--- src/rtl/jtag_host_controller.sv ---
// JTAG initiator: runs one TAP-reset / IR-scan / DR-scan / idle-clock command at a time
// on a divided TCK, parks the TAP in Run-Test/Idle and returns the captured TDO bits.
module jtag_host_controller #(
    parameter int CLOCK_DIVIDE = 4
) (
    input  logic        wb_clk_i,
    input  logic        wb_rst_ni,
    input  logic        cmd_valid_i,
    output logic        cmd_ready_o,
    input  logic [1:0]  cmd_type_i,
    input  logic [4:0]  cmd_length_i,
    input  logic [31:0] cmd_data_i,
    output logic        resp_valid_o,
    output logic [31:0] resp_data_o,
    output logic        busy_o,
    output logic        jtag_tck_o,
    output logic        jtag_tms_o,
    output logic        jtag_tdi_o,
    input  logic        jtag_tdo_i
);
    typedef enum logic [2:0] {
        ST_IDLE, ST_RESET, ST_SELECT, ST_IDLE_RUN, ST_SHIFT, ST_EXIT, ST_RESP
    } state_t;

    localparam logic [7:0] DIV_LAST  = 8'(CLOCK_DIVIDE - 1);
    localparam logic [1:0] CMD_RESET = 2'd0;
    localparam logic [1:0] CMD_IR    = 2'd1;
    localparam logic [1:0] CMD_IDLE  = 2'd3;

    state_t      state_reg, state_next;
    logic [7:0]  div_reg, div_next;
    logic [5:0]  bit_reg, bit_next;
    logic        tck_reg, tck_next;
    logic        tms_reg, tms_next;
    logic        tdi_reg, tdi_next;
    logic        resp_valid_reg, resp_valid_next;
    logic [1:0]  type_reg, type_next;
    logic [4:0]  len_reg, len_next;
    logic [31:0] data_reg, data_next;
    logic [31:0] capture_reg, capture_next;
    logic        accept, phase_end, start_bit;
    logic [5:0]  last_bit;

    assign cmd_ready_o  = (state_reg == ST_IDLE) && !resp_valid_reg;
    assign busy_o       = !cmd_ready_o;
    assign accept       = cmd_ready_o && cmd_valid_i;
    assign phase_end    = (div_reg == DIV_LAST);
    assign resp_valid_o = resp_valid_reg;
    assign resp_data_o  = capture_reg;
    assign jtag_tck_o   = tck_reg;
    assign jtag_tms_o   = tms_reg;
    assign jtag_tdi_o   = tdi_reg;

    // Index of the final TCK spent in the current state.
    always_comb begin
        last_bit = 6'd0;
        case (state_reg)
            ST_RESET:    last_bit = 6'd5;
            ST_SELECT:   last_bit = (type_reg == CMD_IR) ? 6'd3 : 6'd2;
            ST_SHIFT,
            ST_IDLE_RUN: last_bit = {1'b0, len_reg};
            ST_EXIT:     last_bit = 6'd1;
            default:     last_bit = 6'd0;
        endcase
    end

    always_comb begin
        state_next      = state_reg;
        div_next        = div_reg;
        bit_next        = bit_reg;
        tck_next        = tck_reg;
        tms_next        = tms_reg;
        tdi_next        = tdi_reg;
        resp_valid_next = 1'b0;
        type_next       = type_reg;
        len_next        = len_reg;
        data_next       = data_reg;
        capture_next    = capture_reg;
        start_bit       = 1'b0;

        case (state_reg)
            ST_IDLE: begin
                if (accept) begin
                    type_next    = cmd_type_i;
                    len_next     = cmd_length_i;
                    data_next    = cmd_data_i;
                    capture_next = 32'd0;
                    div_next     = 8'd0;
                    bit_next     = 6'd0;
                    tck_next     = 1'b0;
                    start_bit    = 1'b1;
                    case (cmd_type_i)
                        CMD_RESET: state_next = ST_RESET;
                        CMD_IDLE:  state_next = ST_IDLE_RUN;
                        default:   state_next = ST_SELECT;
                    endcase
                end
            end
            ST_RESP: begin
                state_next      = ST_IDLE;
                resp_valid_next = 1'b1;
            end
            default: begin
                if (!phase_end) begin
                    div_next = div_reg + 8'd1;
                end else begin
                    div_next = 8'd0;
                    if (!tck_reg) begin
                        tck_next = 1'b1;
                    end else begin
                        // Falling TCK: TDO is sampled before the target can update it.
                        tck_next  = 1'b0;
                        start_bit = 1'b1;
                        if (state_reg == ST_SHIFT)
                            capture_next[bit_reg[4:0]] = jtag_tdo_i;
                        if (bit_reg == last_bit) begin
                            bit_next = 6'd0;
                            case (state_reg)
                                ST_SELECT: state_next = ST_SHIFT;
                                ST_SHIFT:  state_next = ST_EXIT;
                                default:   state_next = ST_RESP;
                            endcase
                        end else begin
                            bit_next = bit_reg + 6'd1;
                        end
                    end
                end
            end
        endcase

        // TMS/TDI for the TCK whose low phase begins now.
        if (start_bit) begin
            tdi_next = 1'b0;
            case (state_next)
                ST_RESET:  tms_next = (bit_next < 6'd5);
                ST_SELECT: tms_next = (type_next == CMD_IR) ? (bit_next < 6'd2) : (bit_next == 6'd0);
                ST_SHIFT: begin
                    tms_next = (bit_next == {1'b0, len_next});
                    tdi_next = data_next[bit_next[4:0]];
                end
                ST_EXIT:   tms_next = (bit_next == 6'd0);
                default:   tms_next = 1'b0;
            endcase
        end
    end

    always_ff @(posedge wb_clk_i or negedge wb_rst_ni) begin
        if (!wb_rst_ni) begin
            state_reg      <= ST_IDLE;
            div_reg        <= 8'd0;
            bit_reg        <= 6'd0;
            tck_reg        <= 1'b0;
            tms_reg        <= 1'b1;
            tdi_reg        <= 1'b0;
            resp_valid_reg <= 1'b0;
            type_reg       <= 2'd0;
            len_reg        <= 5'd0;
            data_reg       <= 32'd0;
            capture_reg    <= 32'd0;
        end else begin
            state_reg      <= state_next;
            div_reg        <= div_next;
            bit_reg        <= bit_next;
            tck_reg        <= tck_next;
            tms_reg        <= tms_next;
            tdi_reg        <= tdi_next;
            resp_valid_reg <= resp_valid_next;
            type_reg       <= type_next;
            len_reg        <= len_next;
            data_reg       <= data_next;
            capture_reg    <= capture_next;
        end
    end
endmodule
--- config.mk ---
export PLATFORM = sky130hd
export DESIGN_NAME = jtag_host_controller
export DESIGN_NICKNAME = d
export VERILOG_FILES = /design/src/rtl/jtag_host_controller.sv
export SDC_FILE = /design/constraint.sdc
export NUM_CORES = 1
export LEC_CHECK = 0
export CAP_MARGIN = 20
export CORE_MARGIN = 1.5
export CORE_UTILIZATION = 50
export CTS_CLUSTER_SIZE = 12
export DETAILED_ROUTE_END_ITERATION = 10
export PLACE_DENSITY = 0.75
export SYNTH_ARGS = -nofsm -noshare
export SYNTH_HDL_FRONTEND = slang
export SYNTH_SLANG_ARGS = --single-unit
--- constraint.sdc ---
create_clock -name wb_clk_i -period 6.6 [get_ports wb_clk_i]
set_input_delay 1.98 -clock wb_clk_i [delete_from_list [all_inputs] [get_ports wb_clk_i]]
set_output_delay 1.98 -clock wb_clk_i [all_outputs]
set_load 0.02 [all_outputs]
==> results of run 1 <==
## per-stage QoR
stage                     power, mW  std cells
after floorplan               0.576        569
after global placement        0.613        752
after detailed placement      0.613        752
after CTS                     0.996        767
after global routing           1.02        767
final                         0.987        767
## worst max path at each step
stage / start / endpoint / slack, ns / cells after the start
after floorplan: cmd_valid_i / jtag_tdi_o$_DFFE_PN0P_ / 2.62 / 10
after global placement: cmd_valid_i / resp_data_o[31]$_DFFE_PN0P_ / 1.94 / 9
after detailed placement: cmd_valid_i / resp_data_o[28]$_DFFE_PN0P_ / 1.81 / 9
after CTS: cmd_valid_i / resp_data_o[28]$_DFFE_PN0P_ / 2.20 / 9
after global routing: cmd_valid_i / resp_data_o[13]$_DFFE_PN0P_ / 1.98 / 9
final: cmd_valid_i / resp_data_o[13]$_DFFE_PN0P_ / 2.22 / 9
## kinds of logic (layout without fill, tap and decap cells)
logic type / after synthesis / count (layout) / synth area share (%)
xor gates and xnor gates: 14 / 14 / 2.56
adders and majority gates: 6 / 6 / 1.48
buffers and inverters: 57 / 122 / 4.65
and+or+nand+nor: 253 / 253 / 22.6
DFF: 92 / 92 / 45.3
muxes: 56 / 56 / 11.2
AOI/OAI and AO/OA: 91 / 91 / 12.2
## power breakdown
part | internal (mW) | switching [mW]
sequential | 0.563 | 0
clock | 0.193 | 0.193
combinational | 0.0226 | 0.0155
total | 0.779 | 0.208
## synth_stat cells (3+ instances only)
| master | n |
|---|---|
| a21oi_1 | 15 |
| a22oi_1 | 5 |
| a2bb2oi_1 | 3 |
| a32oi_1 | 10 |
| and3_1 | 6 |
| buf_1 | 5 |
| buf_2 | 6 |
| clkbuf_1 | 21 |
| dfrtp_1 | 91 |
| ha_1 | 6 |
| inv_1 | 20 |
| mux2_1 | 3 |
| mux2_2 | 5 |
| mux2i_1 | 48 |
| nand2_1 | 156 |
| nand2b_1 | 4 |
| nand3_1 | 18 |
| nor2_1 | 30 |
| nor2b_1 | 7 |
| nor3_1 | 7 |
| o211ai_1 | 3 |
| o21ai_0 | 32 |
| o21ai_1 | 5 |
| or3_1 | 3 |
| xnor2_1 | 8 |
| xor2_1 | 5 |
## worst max-delay path: stages
cell,delay [ns]
clkdlybuf4s50_1,0.41
and2_1,0.14
buf_4,0.24
nor2_1,0.67
or3_1,0.54
nor2_1,0.08
buf_4,0.25
mux2i_1,0.17
o21ai_0,0.09
## cell type report
class | instances | area (sq um) | area share, %
tap | 133 | 166 | 2.71
multi-input combinational | 420 | 2550 | 41.5
clock inverter | 4 | 48.8 | 0.795
inverter | 22 | 82.6 | 1.35
clock buffer | 11 | 151 | 2.47
sequential | 92 | 2300 | 37.5
timing repair buffer | 85 | 836 | 13.6
## metal layers
layer  up-vias  GRT usage (%)  wire length, microns  share of wire [%]
met2        97           39.1                  5730                 49
met3        15           2.63                   538                4.6
li1       2059              -                     -                  -
met1      1997           29.4                  5300                 45
met5         -              0                     0                  0
met4         0           8.23                   173                1.5
==> qor.yml, run 1 <==
holdWs_ns: 0.473
avgSynthCellArea_sq_um: 8.94
holdPathStages: 2
synth_fp_nets: 618
yosys.area.top_type: "dfrtp_1"
r2r_slack_ns: 2.97
outcome: "finished clean"
antenna_found_initial: 0
place_ws_ns: 1.81
reg2reg_depth: 10
layout.cells.most_common_list: "156 x nand2_1, 91 x dfrtp_1, 79 x clkdlybuf4s50_1"
worst_slack_ns: 2.22
fmax_ghz: 0.229
grt_pass1_wl_microns: 19900
area_growth_pct: 20.6
start_util_pct: 51.8
cts_buffers: 9
powerDensity_mw_per_mm2: 161
postRouteAntennaNets: 0
post_cts_resized: 0
drive_gt1_share_pct: 6.78
final_area_sq_mm: 0.00614
wire_per_inst_microns: 15.3
gp_congestion: 0.870
cp_max_fo: 34
die-area_sq_mm: 0.0108
dp_hpwl_microns: 8270
drc_errors: 0
cts_tree: "yes"
ys_top_cells_by_area: "dfrtp_1 45%, nand2_1 12%, mux2i_1 9.4%, o21ai_0 3.1%, nor2_1 2.2%"
async_flop_share_pct: 100
yosysUniqueCellTypes: 65
finalSetupTns_ns: 0
fin_util_pct: 62.5
setup_viol_count_final: 0
synth_seq_area_share_pct: 45.3
ios: 81
clock_skew_ns: 0.00958
yosysWarnings: 0
maxCapViolCount: 0
routed_wl_microns: 11700
die_h_microns: 104
hold_buffers: 0
clk_pin_slew_ns: 0.08
maxSlewViolCount: 0
netlist_area_sq_mm: 0.00509
start_kind: "primary input"
cts_buffer_depth: 2
via_per_inst: 5.43
crit_required_ns: 6.81
rsz0062_at_grt: "false"
clkLatencyLatePin_ns: 0.37
final_common_cell: "nand2_1"
max_slew_margin_pct: 41.2
min_path_type: "reg -> reg"
crit_arrival_ns: 4.59
cts_sinks: 92
reg2reg_to: "jtag_tdi_o$_DFFE_PN0P_"
diodes: 0
hold_viol: 0
dpl_cell_area_sq_mm: 0.00594
synthFlopType: "dfrtp_1"
synth_top_area_share_pct: 44.8
io_buffer_count: 80
crit_path_end_kind: "register"
routed-via-count: 4168
crit_type: "in -> reg"
cts-root-buf: "clkbuf_8"
p_leak_nw: 3.01
min_period_over_period_pct: 66.3
hold_end: "data_reg[14]$_DFF_PN0_"
core_sq_mm: 0.00982
fp-row-count: 36
worst_pin_slew_ns: 0.881
ys_ff_latch: 92
final_nets: 679
min_period_ns: 4.38
die_x_microns: 104
hp-start: "data_reg[14]$_DFF_PN0_"
fill_cells: 878
r2r_start: "state_reg[2]$_DFF_PN0_"
track_usage_pct: 22.7
globalRouteOverflowTotal: 0
htreeDepth: 3
cts_setup_buffers: 0
ir_worst_vdd_mv: 0.0880
synth_cells: 569
synth_edf_count: 0
grt_max_degree: 51
dr.pass1.iters: 4
drt_iter0_drc: 164
grt_pass1_vias: 4226
(Power assumes the default switching activity.)
==> inputs of run 2 (changes only) <==
==> constraint.sdc (replaced) <==
create_clock -name wb_clk_i -period 4.5 [get_ports wb_clk_i]
set_input_delay 1.35 -clock wb_clk_i [delete_from_list [all_inputs] [get_ports wb_clk_i]]
set_output_delay 1.35 -clock wb_clk_i [all_outputs]
set_load 0.02 [all_outputs]
==> qor.yml, run 2 (synthesized netlist as in run 1, its figures left out) <==
outcome: "finished clean"
diodes: 0  # unchanged
maxSlewViolCount: 0  # unchanged
min_period_over_period_pct: 78.7
track_usage_pct: 23.9  # +1.3 points
min_path_type: "reg -> reg"
r2r_start: "div_reg[0]$_DFFE_PN0P_"
die-area_sq_mm: 0.0108  # unchanged
maxCapViolCount: 0  # unchanged
cts-root-buf: "clkbuf_8"
die_h_microns: 104  # unchanged
worst_pin_slew_ns: 0.655  # -0.226 ns
hold_end: "data_reg[7]$_DFF_PN0_"
fmax_ghz: 0.282
p_int_mw: 1.06  # +37%
htreeDepth: 3  # unchanged
p_sw_share_pct: 23.8  # +2.7 points
routed_wl_microns: 12500  # +6.4%
cts_buffer_depth: 2  # unchanged
min_period_ns: 3.54
net-switching-power_mw: 0.333  # +60%
clock_skew_ns: 0.00663  # -0.00295 ns
drive_gt1_share_pct: 7.66  # +0.87 points
crit_required_ns: 3.15  # -3.66 ns
grt_pass1_wl_microns: 20900  # +4.8%
cts_setup_buffers: 0  # unchanged
routed-via-count: 4292  # +3.0%
holdPathStages: 2  # unchanged
fill_cells: 871  # -0.80%
hold_viol: 0  # unchanged
hp-start: "data_reg[7]$_DFF_PN0_"
core_sq_mm: 0.00982  # unchanged
via_per_inst: 5.55  # +2.2%
dr.pass1.iters: 4  # unchanged
cp_max_fo: 16  # -53%
clkLatencyLatePin_ns: 0.36  # about the same
final_nets: 684  # +0.74%
grt_max_degree: 87  # +71%
ios: 81  # unchanged
globalRouteOverflowTotal: 0  # unchanged
drc_errors: 0  # unchanged
io_buffer_count: 80  # unchanged
clk_pin_slew_ns: 0.10  # +0.02 ns
drt_iter0_drc: 156  # -4.9%
layout.cells.most_common_list: "156 x nand2_1, 91 x dfrtp_1, 79 x clkdlybuf4s50_1"
reg2reg_depth: 12  # +2
crit_arrival_ns: 2.19  # -2.40 ns
total_power_mw: 1.40  # +42%
grt_pass1_vias: 4347  # +2.9%
cts_tree: "yes"
rsz0062_at_grt: "false"
p_comb_share_pct: 4.3  # +0.4 points
final_common_cell: "nand2_1"
start_kind: "register"
gp_congestion: 0.905  # +4.0%
die_x_microns: 104  # unchanged
fp-row-count: 36  # unchanged
r2r_slack_ns: 1.09  # -1.88 ns
pwr-share-seq_pct: 59.1  # +2.1 points
post_cts_resized: 0  # unchanged
area_growth_pct: 21.2
max_slew_margin_pct: 56.2  # +15 points
setup_viol_count_final: 0  # unchanged
pwr-share-clk_pct: 36.6  # -2.5 points
dp_hpwl_microns: 8900  # +7.6%
seq_area_sq_mm: 0.00230  # unchanged
p_leak_nw: 3.02  # +0.29%
hold_buffers: 0  # unchanged
startpoint: "state_reg[0]$_DFF_PN0_"
antenna_found_initial: 0  # unchanged
powerDensity_mw_per_mm2: 226  # +41%
start_util_pct: 51.8  # unchanged
postRouteAntennaNets: 0  # unchanged
cts_buffers: 9  # unchanged
finalSetupTns_ns: 0  # unchanged
fin_util_pct: 62.8  # +0.32 points
cts_sinks: 92  # unchanged
reg2reg_to: "jtag_tdi_o$_DFFE_PN0P_"
ir_worst_vdd_mv: 0.153  # +73%
crit_path_end_kind: "primary output"
wire_per_inst_microns: 16.1  # +5.5%
multi_input_area_sq_mm: 0.00255  # unchanged
crit_type: "reg -> out"
run 2: cell count changes in the layout (fill, tap and decap cells not counted):
cell / before / now
inv_6: 0 / 2
buf_16: 0 / 1
buf_4: 6 / 10
bufinv_16: 1 / 0
clkinvlp_4: 0 / 3
clkinv_4: 1 / 0
clkbuf_8: 11 / 9
run 2: worst max-delay path by stage:
| stage | to | slack (ns) |
|---|---|---|
| 2_1_floorplan | jtag_tdi_o$_DFFE_PN0P_ | 1.15 |
| 3_3_place_gp | jtag_tms_o$_DFFE_PN1P_ | 0.87 |
| 3_5_place_dp | jtag_tms_o$_DFFE_PN1P_ | 0.81 |
| 4_1_cts | cmd_ready_o | 0.90 |
| 5_1_grt | cmd_ready_o | 0.79 |
| 6_report | cmd_ready_o | 0.96 |
run 2: power by group through the flow:
stage	clock network [mW]	registers, mW	logic [mW]
2_1_floorplan	0	0.843	0.00240
3_3_place_gp	0	0.842	0.0579
3_5_place_dp	0	0.842	0.0586
4_1_cts	0.521	0.826	0.0588
5_1_grt	0.557	0.826	0.0662
6_report	0.511	0.826	0.0601
run 2: critical path: stages, from the launching register on:
cell             delay [ns]
dfrtp_1                0.58
nor4_2                 0.55
clkdlybuf4s50_1        0.69
run 2: final cells by class:
| class | instances | share of cell area [%] |
|---|---|---|
| Inverter | 22 | 1.34 |
| Tap cell | 133 | 2.70 |
| Clock inverter | 7 | 0.811 |
| Timing Repair Buffer | 90 | 14.5 |
| Clock buffer | 9 | 2.01 |
| Multi-Input combinational cell | 420 | 41.3 |
| Sequential cell | 92 | 37.3 |
run 2: routing by layer:
| metal | routed length [microns] | GRT usage, % | vias to the layer above |
|---|---|---|---|
| met3 | 638 | 3.70 | 19 |
| met2 | 6300 | 39.6 | 132 |
| met1 | 5320 | 31.1 | 2068 |
| li1 | - | - | 2073 |
| met5 | 0 | 0 | - |
| met4 | 221 | 10.9 | 0 |
run 2: metrics by stage:
stage / setup slack, ns / std cells / hold slack, ns / instance area [sq um]
6_report: 0.958 / 773 / 0.483 / 6170
5_1_grt: 0.786 / 773 / 0.513 / 6170
4_1_cts: 0.902 / 772 / 0.486 / 6140
3_5_place_dp: 0.807 / 756 / 0.463 / 5970
3_3_place_gp: 0.871 / 756 / 0.460 / 5970
2_1_floorplan: 1.15 / 569 / 0.434 / 5090
==> inputs of run 3 (changes only) <==
--- a/config.mk
+++ b/config.mk
@@ -7,10 +7,10 @@
 export LEC_CHECK = 0
 export CAP_MARGIN = 20
 export CORE_MARGIN = 1.5
-export CORE_UTILIZATION = 50
+export CORE_UTILIZATION = 49
 export CTS_CLUSTER_SIZE = 12
 export DETAILED_ROUTE_END_ITERATION = 10
-export PLACE_DENSITY = 0.75
+export PLACE_DENSITY = 0.77
 export SYNTH_ARGS = -nofsm -noshare
 export SYNTH_HDL_FRONTEND = slang
 export SYNTH_SLANG_ARGS = --single-unit
==> constraint.sdc (replaced) <==
create_clock -name wb_clk_i -period 3 [get_ports wb_clk_i]
set_input_delay 0.9 -clock wb_clk_i [delete_from_list [all_inputs] [get_ports wb_clk_i]]
set_output_delay 0.9 -clock wb_clk_i [all_outputs]
set_load 0.02 [all_outputs]
==> qor.yml, run 3 (synthesized netlist as in run 1, its figures left out) <==
net-switching-power_mw: 0.486  # +46%
total_power_mw: 2.16  # +55%
r2r_start: "state_reg[1]$_DFF_PN0_"
layout.cells.most_common_list: "156 x nand2_1, 88 x dfrtp_1, 79 x clkdlybuf4s50_1"
holdWs_ns: 0.481  # -0.00178 ns
worst_slack_ns: 0.114  # -0.844 ns
ir_worst_vdd_mv: 0.229  # +50%
globalRouteOverflowTotal: 0  # unchanged
hold_viol: 0  # unchanged
p_comb_share_pct: 4.1  # -0.2 points
reg2reg_depth: 10  # -2
drive_gt1_share_pct: 13.7  # +6.1 points
path_cells: "nor3b_4 > a32oi_1 > xnor2_1 > nor3_2 > nand2_4 > mux2i_1 > nor4_1 > nand4b_1 > or4b_1 > nand3_1"
fill_cells: 871  # unchanged
dp_hpwl_microns: 9200  # +3.3%
setup_viol_count_final: 0  # unchanged
powerDensity_mw_per_mm2: 333  # +47%
pwr-share-seq_pct: 57.3  # -1.8 points
grt_pass1_wl_microns: 21300  # +1.9%
drc_errors: 0  # unchanged
die_h_microns: 105  # +0.99%
ios: 81  # unchanged
max_slew_margin_pct: 57.5  # +1.3 points
antenna_found_initial: 0  # unchanged
clkLatencyLatePin_ns: 0.36  # about the same
crit_arrival_ns: 3.19  # +1.00 ns
wire_per_inst_microns: 15.8  # -2.4%
maxCapViolCount: 0  # unchanged
min_path_type: "reg -> reg"
cts_buffers: 9  # unchanged
diodes: 0  # unchanged
final_nets: 716  # +4.7%
die-area_sq_mm: 0.0110  # +2.0%
via_per_inst: 5.58  # +0.54%
worst_pin_slew_ns: 0.638  # -0.0176 ns
final_common_cell: "nand2_1"
dr.pass1.iters: 5  # +1
htreeDepth: 3  # unchanged
die_x_microns: 105  # +0.99%
holdPathStages: 2  # unchanged
hold_buffers: 0  # unchanged
io_buffer_count: 80  # unchanged
grt_max_degree: 50  # -43%
start_util_pct: 50.0  # -1.9 points
gp_congestion: 0.844  # -6.7%
track_usage_pct: 23.9  # -0.044 points
grt_pass1_vias: 4455  # +2.5%
finalSetupTns_ns: 0  # unchanged
pwr-share-clk_pct: 38.6  # +2.0 points
cts_tree: "yes"
clk_pin_slew_ns: 0.09  # about the same
cts-root-buf: "clkbuf_8"
slowest_delay_ns: 0.50  # -0.19 ns
start_kind: "register"
p_int_mw: 1.68  # +58%
routed-via-count: 4505  # +5.0%
final_area_sq_mm: 0.00650  # +5.4%
clock_skew_ns: 0.0146  # +0.00800 ns
reg2reg_to: "jtag_tms_o$_DFFE_PN1P_"
maxSlewViolCount: 0  # unchanged
core_sq_mm: 0.0102  # +3.7%
drt_iter0_drc: 247  # +58%
hold_end: "data_reg[12]$_DFF_PN0_"
crit_type: "reg -> reg"
min_period_over_period_pct: 96.2
critical-path-slowest-cell: "or4b_1"
p_sw_share_pct: 22.5  # -1.3 points
crit_required_ns: 3.30  # +0.15 ns
routed_wl_microns: 12700  # +1.9%
place_ws_ns: -0.150  # -0.958 ns
postRouteAntennaNets: 0  # unchanged
cts_buffer_depth: 2  # unchanged
p_leak_nw: 3.19  # +5.7%
dpl_cell_area_sq_mm: 0.00621  # +4.0%
crit_path_end_kind: "register"
min_period_ns: 2.89
hp-start: "data_reg[12]$_DFF_PN0_"
fp-row-count: 37  # +2.8%
cts_sinks: 92  # unchanged
fmax_ghz: 0.347
area_growth_pct: 27.7
outcome: "finished clean"
cp_max_fo: 7  # -9
r2r_slack_ns: 0.11  # -0.98 ns
run 3: cell type report:
class	instances	area [sq um]	share of cell area, %
clock inverters	5	62.6	0.963
clock buffers	10	128	1.96
well taps	136	170	2.62
inverters	22	82.6	1.27
flip-flops and latches	92	2310	35.5
repair buffers	122	1140	17.5
multi-input cells	420	2610	40.2
run 3: routing by layer:
metal / part of all wire (%) / vias up / global-route usage [%]
met1: 44 / 2209 / 31.5
met4: 1.7 / 0 / 7.34
li1: - / 2138 / -
met3: 4.7 / 22 / 3.99
met2: 50 / 136 / 40.3
met5: 0 / - / 0
run 3: what timing repair did:
action	CTS	global route
resized for setup	0	18
endpoints found under the setup margin	0	7
setup buffers	0	5
run 3: worst max-delay path: cells and delay by family, from the launching register on:
family,cells,cell delay [ns]
compound gates,1,0.13
xor+xnor,1,0.20
flops,1,0.48
mux,1,0.14
simple gates,7,1.85
run 3: stage by stage:
step           instances  util [%]
2_1_floorplan        569         -
3_3_place_gp         787      60.9
3_5_place_dp         787      60.9
4_1_cts              802      62.8
5_1_grt              807      63.8
6_report             807      63.8
run 3: power by group through the flow:
stage | logic, mW | registers, mW | clock network, mW
after floorplan | 0.00361 | 1.26 | 0
after global placement | 0.0877 | 1.26 | 0
after detailed placement | 0.0895 | 1.26 | 0
after CTS | 0.0898 | 1.24 | 0.855
after global routing | 0.0966 | 1.24 | 0.897
final | 0.0877 | 1.24 | 0.836
run 3: how the worst max path moves through the flow:
| stage | start | end | slack [ns] | cells past startpoint |
|---|---|---|---|---|
| 2_1_floorplan | state_reg[1]$_DFF_PN0_ | jtag_tdi_o$_DFFE_PN0P_ | 0.08 | 12 |
| 3_3_place_gp | cmd_valid_i | jtag_tdi_o$_DFFE_PN0P_ | -0.11 | 10 |
| 3_5_place_dp | cmd_valid_i | jtag_tdi_o$_DFFE_PN0P_ | -0.15 | 10 |
| 4_1_cts | state_reg[1]$_DFF_PN0_ | jtag_tdi_o$_DFFE_PN0P_ | 0.02 | 10 |
| 5_1_grt | state_reg[1]$_DFF_PN0_ | jtag_tms_o$_DFFE_PN1P_ | -0.05 | 11 |
| 6_report | state_reg[1]$_DFF_PN0_ | jtag_tms_o$_DFFE_PN1P_ | 0.11 | 10 |
